==> src/rtl/alu_seq_16bit_pkg.sv <==
// Shared definitions for the sequential 16-bit ALU: opcode encoding, FSM states, widths.
package alu_pkg;

  localparam int WIDTH   = 16;
  localparam int SHAMT_W = 4;

  typedef enum logic [2:0] {
    OP_AND = 3'b000,
    OP_OR  = 3'b001,
    OP_ADD = 3'b010,
    OP_SUB = 3'b011,
    OP_SLT = 3'b100,
    OP_SLL = 3'b101,
    OP_SRL = 3'b110,
    OP_NOR = 3'b111
  } op_e;

  typedef enum logic [1:0] {
    IDLE  = 2'd0,
    EXEC  = 2'd1,
    SHIFT = 2'd2,
    DONE  = 2'd3
  } state_e;

  function automatic logic is_shift(input op_e op);
    return (op == OP_SLL) || (op == OP_SRL);
  endfunction

endpackage

==> src/rtl/shift_iter_16bit.sv <==
// Iterative shifter: loads a value and a count, then shifts one bit per cycle until the count runs out.
module shift_iter_16bit
  import alu_pkg::*;
(
  input  logic               clk,
  input  logic               reset,
  input  logic               load,
  input  logic               dir_right,
  input  logic [WIDTH-1:0]   load_data,
  input  logic [SHAMT_W-1:0] amount,
  output logic [WIDTH-1:0]   next_data,
  output logic               done
);

  logic [WIDTH-1:0]   data_q;
  logic [SHAMT_W-1:0] cnt_q;

  // next_data is the value after the step being taken this cycle, so the final step can be captured directly.
  assign next_data = dir_right ? {1'b0, data_q[WIDTH-1:1]} : {data_q[WIDTH-2:0], 1'b0};
  assign done      = (cnt_q == SHAMT_W'(1));

  // NOTE: sequential state uses non-blocking assignments so every register samples pre-edge values.
  always_ff @(posedge clk or posedge reset) begin
    if (reset) begin
      data_q <= '0;
      cnt_q  <= '0;
    end else if (load) begin
      data_q <= load_data;
      cnt_q  <= amount;
    end else if (cnt_q != '0) begin
      data_q <= next_data;
      cnt_q  <= cnt_q - SHAMT_W'(1);
    end
  end

endmodule

==> src/rtl/alu_seq_16bit.sv <==
// Sequential 16-bit ALU front-end: valid/ready request latch, iterative shifts, registered result and zero flag.
// Define ALU_OVERFLOW_FLAG_EN to add a registered signed-overflow flag for ADD/SUB.
module alu_seq_16bit
  import alu_pkg::*;
(
  input  logic             clk,
  input  logic             reset,
  input  logic             in_valid,
  output logic             in_ready,
  input  logic [2:0]       op,
  input  logic [WIDTH-1:0] input1,
  input  logic [WIDTH-1:0] input2,
  output logic             out_valid,
  input  logic             out_ready,
  output logic [WIDTH-1:0] result,
  output logic             zero
`ifdef ALU_OVERFLOW_FLAG_EN
  ,
  output logic             overflow
`endif
);

  state_e             state_q, state_d;
  op_e                op_q;
  logic [WIDTH-1:0]   a_q, b_q;
  logic [WIDTH-1:0]   result_q, result_d, exec_value, shift_next;
  logic               zero_q, rdy_q;
  logic               accept, shift_op, shift_load, shift_done, result_we;
  logic [SHAMT_W-1:0] shamt;

  // rdy_q keeps in_ready low until the first edge after reset is released.
  assign in_ready  = rdy_q && (state_q == IDLE);
  assign accept    = in_valid && in_ready;
  assign shamt     = b_q[SHAMT_W-1:0];
  assign shift_op  = is_shift(op_q);
  assign out_valid = (state_q == DONE);
  assign result    = result_q;
  assign zero      = zero_q;

  always_comb begin
    exec_value = a_q;
    case (op_q)
      OP_AND:  exec_value = a_q & b_q;
      OP_OR:   exec_value = a_q | b_q;
      OP_ADD:  exec_value = a_q + b_q;
      OP_SUB:  exec_value = a_q - b_q;
      OP_SLT:  exec_value = {{(WIDTH-1){1'b0}}, ($signed(a_q) < $signed(b_q))};
      OP_NOR:  exec_value = ~(a_q | b_q);
      default: exec_value = a_q;  // shift with zero amount passes A through
    endcase
  end

`ifdef ALU_OVERFLOW_FLAG_EN
  logic ovf_value, ovf_q;

  always_comb begin
    ovf_value = 1'b0;
    if (op_q == OP_ADD)
      ovf_value = (a_q[WIDTH-1] == b_q[WIDTH-1]) && (exec_value[WIDTH-1] != a_q[WIDTH-1]);
    else if (op_q == OP_SUB)
      ovf_value = (a_q[WIDTH-1] != b_q[WIDTH-1]) && (exec_value[WIDTH-1] != a_q[WIDTH-1]);
  end

  assign overflow = ovf_q;
`endif

  shift_iter_16bit u_shift (
    .clk       (clk),
    .reset     (reset),
    .load      (shift_load),
    .dir_right (op_q == OP_SRL),
    .load_data (a_q),
    .amount    (shamt),
    .next_data (shift_next),
    .done      (shift_done)
  );

  // NOTE: every signal written here gets a default first, so no path can infer a latch.
  always_comb begin
    state_d    = state_q;
    shift_load = 1'b0;
    result_we  = 1'b0;
    result_d   = exec_value;
    case (state_q)
      IDLE: if (accept) state_d = EXEC;
      EXEC: begin
        if (shift_op && (shamt != '0)) begin
          shift_load = 1'b1;
          state_d    = SHIFT;
        end else begin
          result_we = 1'b1;
          state_d   = DONE;
        end
      end
      SHIFT: begin
        if (shift_done) begin
          result_we = 1'b1;
          result_d  = shift_next;
          state_d   = DONE;
        end
      end
      DONE:    if (out_ready) state_d = IDLE;
      default: state_d = IDLE;
    endcase
  end

  always_ff @(posedge clk or posedge reset) begin
    if (reset) begin
      state_q  <= IDLE;
      rdy_q    <= 1'b0;
      op_q     <= OP_AND;
      a_q      <= '0;
      b_q      <= '0;
      result_q <= '0;
      zero_q   <= 1'b1;
`ifdef ALU_OVERFLOW_FLAG_EN
      ovf_q    <= 1'b0;
`endif
    end else begin
      state_q <= state_d;
      rdy_q   <= 1'b1;
      if (accept) begin
        op_q <= op_e'(op);
        a_q  <= input1;
        b_q  <= input2;
      end
      if (result_we) begin
        result_q <= result_d;
        zero_q   <= (result_d == '0);
`ifdef ALU_OVERFLOW_FLAG_EN
        ovf_q    <= ovf_value;
`endif
      end
    end
  end

endmodule

==> config.mk <==
export PLATFORM = sky130hd
export DESIGN_NAME = alu_seq_16bit
export DESIGN_NICKNAME = d
export VERILOG_FILES = /design/src/rtl/alu_seq_16bit_pkg.sv /design/src/rtl/shift_iter_16bit.sv /design/src/rtl/alu_seq_16bit.sv
export SDC_FILE = /design/constraint.sdc
export NUM_CORES = 1
export LEC_CHECK = 0
export ABC_AREA = 1
export CORE_UTILIZATION = 40
export CTS_BUF_LIST = sky130_fd_sc_hd__clkbuf_16
export CTS_CLUSTER_DIAMETER = 50
export DETAILED_ROUTE_END_ITERATION = 8
export GPL_TIMING_DRIVEN = 0
export RECOVER_POWER = 100
export SLEW_MARGIN = 30
export SYNTH_ARGS = -nofsm -noshare
export SYNTH_HDL_FRONTEND = slang
export SYNTH_SLANG_ARGS = --single-unit
==> constraint.sdc <==
create_clock -name clk -period 2.8 [get_ports clk]
set_input_delay 0.56 -clock clk [delete_from_list [all_inputs] [get_ports clk]]
set_output_delay 0.56 -clock clk [all_outputs]
set_load 0.005 [all_outputs]
==> metrics.yaml <==
status: "completed"
crit_path_end_kind: "register"
tightestPinTransition_ps: 1220
dr.pass1.iters: 5
synth.area.top_cells: "dfrtp_1 29%, nand2_1 13%, ha_1 13%"
grt_overflow: 0
drtIter0Drc: 574
slew_violations: 0
nets: 1151
antenna_left: 0
cts_tree: "done"
syn_nets: 1076
path_class: "register to register"
routed_wirelength_um: 20900
min_period_over_period: 0.948
yosys.cell_types.count: 36
fin_skew_ps: 5.79
crit_buf_inv: 2
place_congestion: 0.933
port_buffers: 57
rows: 46
synth_top_cell_by_area: "dfrtp_1"
first_global_vias: 6129
htreeDepth: 3
p_leak_nw: 3.95
antenna_found_initial: 0
final-seq-area_um2: 1890
synthCells: 970
multi_input_area_um2: 3970
initial_core_util: 0.409
cp_top_family: "simple AND/OR/NAND/NOR gates"
cts-root-buf: "clkbuf_16"
setup_tns_ps: 0
critPathSlowestCell: "fa_1"
period_minus_slack_ps: 2650
wl_per_cell_um: 16.5
final-hold-violation-count: 0
clockBufferDepth: 2
setup_viol: 0
viasPerCell: 5.24
start_kind: "register"
syn_area_um2: 6470
clock-sinks: 75
cp.arrival_ps: 2940
numCtsBuffers: 9
dp_hpwl_um: 16500
die-area_um2: 16700
clk_pin_slew_ps: 60
ios: 58
fmax_mhz: 377
num-fill-cells: 1645
cts.hold.buffers_added: 0
die_y_um: 129
clk_latency_ps: 350
relSlewSlack: 0.181
place_area_um2: 7340
required_ps: 3090
finalInstanceArea_um2: 7780
ys_warn_count: 0
drive_above_1_share: 0.0943
critPathMaxFanout: 4
crit_chain: "inv_1 -> ha_2 -> fa_1 -> inv_1 -> nand2_1 -> nand3_2 -> nand2_1 -> nand3_1 -> nand3_1 -> a21oi_2 -> nand3_1 -> nor2_1 -> nand3_1 -> nor2_1 -> nand2_1 -> nand2_1"
hold_class: "register to register"
dp.cells: 1244
avgSynthCellArea_um2: 6.67
num_vias: 6633
drc: 0
max_cap_violations: 0
critPathMaxStageDelay_ps: 420
die_w_um: 129
p_per_area_nw_per_um2: 1410
post-route-util: 0.491
grt_pass1_wl_um: 32600
core_um2: 15800
area_growth_syn_to_layout_pct: 20.2
netlist.area_leader.share: 0.286
synth.ff_latch_count: 75
ir_worst_vdd_mv: 0.435
n_antenna_cell: 0
layout.cells.non_filler: 1266
gr-usage-all-layers: 0.261
yosysSeqAreaShare: 0.290
grt_max_degree: 49
-- repair_timing --
action / CTS / global route
gates resized for setup: 0 / 43
setup buffers: 0 / 6
endpoints found under the setup margin: 0 / 4
hold endpoints to repair: 0 / 0
-- cells in the mapped netlist --
master,n
mux2i_1,2
conb_1,1
a31oi_1,6
nand2_1,221
o21ai_1,1
buf_4,3
nand3b_1,2
clkbuf_2,1
a21oi_2,1
o22ai_1,4
o21a_1,1
o211ai_1,2
dfrtp_1,74
xor2_1,1
o21ai_0,64
o221a_2,9
inv_1,146
nor3_1,12
a221oi_1,6
ha_1,65
nand3_2,4
buf_2,15
buf_6,1
fa_1,2
and2_1,2
nand2_2,2
nand3_1,107
a21oi_1,63
inv_2,2
nand4_1,10
a211oi_1,11
clkbuf_1,15
a21oi_4,1
nor2_1,111
o21bai_1,1
dfstp_2,1
-- final timing paths --
path,startpoint,end,slack [ps],cells after the start
setup / recovery,a_q[0],zero,150,16
hold / removal,zero,zero,480,2
setup reg to reg,a_q[0],zero,150,16
hold reg to reg,zero,zero,480,2
max in group asynchronous,reset,a_q[10],540,3
min in group asynchronous,reset,result[1],910,2
-- per-stage QoR --
step	hold slack, ps	power [mW]	worst slack [ps]
floorplan	457	7.20	332
global placement	458	9.38	-1020
detailed placement	470	9.43	49.9
CTS	485	10.7	30.4
global route	508	12.1	-16.7
finish	480	11.0	146
-- worst reg2reg max path: cells and delay by family (launching register included) --
family,cells,cell delay [ps]
AND/OR/NAND/NOR,11,1080
adder cells (fa/ha/maj),2,660
flip-flops,1,410
buffers and inverters,2,240
AO/OA/AOI/OAI,1,220
-- cell families after synthesis --
kind of cell | share of synthesized area
xor+xnor | 0.00135
simple gates | 0.307
fa+ha+maj | 0.132
mux | 0.00309
flops | 0.290
buf+inv | 0.112
other cells | 0.000580
compound gates | 0.154
-- report_power, final --
part	internal [mW]	total (mW)	switching, mW
combinational	2.70	7.80	5.10
sequential	1.61	2.04	0.430
clock	0.685	1.16	0.470
-- per-layer routing --
layer / global-route usage / vias to the layer above / share of wire
met5: 0 / - / 0
met3: 0.0400 / 43 / 0.053
met1: 0.355 / 3083 / 0.47
li1: - / 3297 / -
met2: 0.409 / 210 / 0.45
met4: 0.113 / 0 / 0.032
-- layout by cell type, fill, tap and decap left out, types with 3 or more instances in the layout --
cell type        instances
dlygate4sd3_1           20
nand2_2                  4
a21oi_1                 55
a21oi_2                  9
a211oi_1                11
clkbuf_1                15
ha_2                     3
dfrtp_1                 68
inv_2                    6
nand4_1                 10
buf_2                   12
clkdlybuf4s50_1         37
inv_1                  141
o221a_2                  9
nor3_1                  11
clkbuf_16                9
nand2_1                219
dfrtp_2                  6
nor2_1                 106
clkbuf_4                 3
nand3_1                100
a31oi_1                  6
nor2_2                   5
ha_1                    61
a221oi_1                 6
nand3_2                 11
o22ai_1                  4
clkinvlp_4               3
buf_4                    9
o21ai_0                 63
-- sequential cells by signal, indices dropped and copies added (netlist names) --
name and count:
a_q 16, rdy_q 1, b_q 16, u_shift.data_q 16, u_shift.cnt_q 4, op_q 3
state_q 2, zero 1, result 16
-- layout make-up --
class	count	share of cell area
clock buffer	9	0.0290
buffer	35	0.0225
timing repair buffer	64	0.0801
tap	216	0.0347
multi-input combinational	712	0.511
inverter	148	0.0716
clock inverter	7	0.00885
sequential	75	0.242
Power figures use the tool's default switching activity.
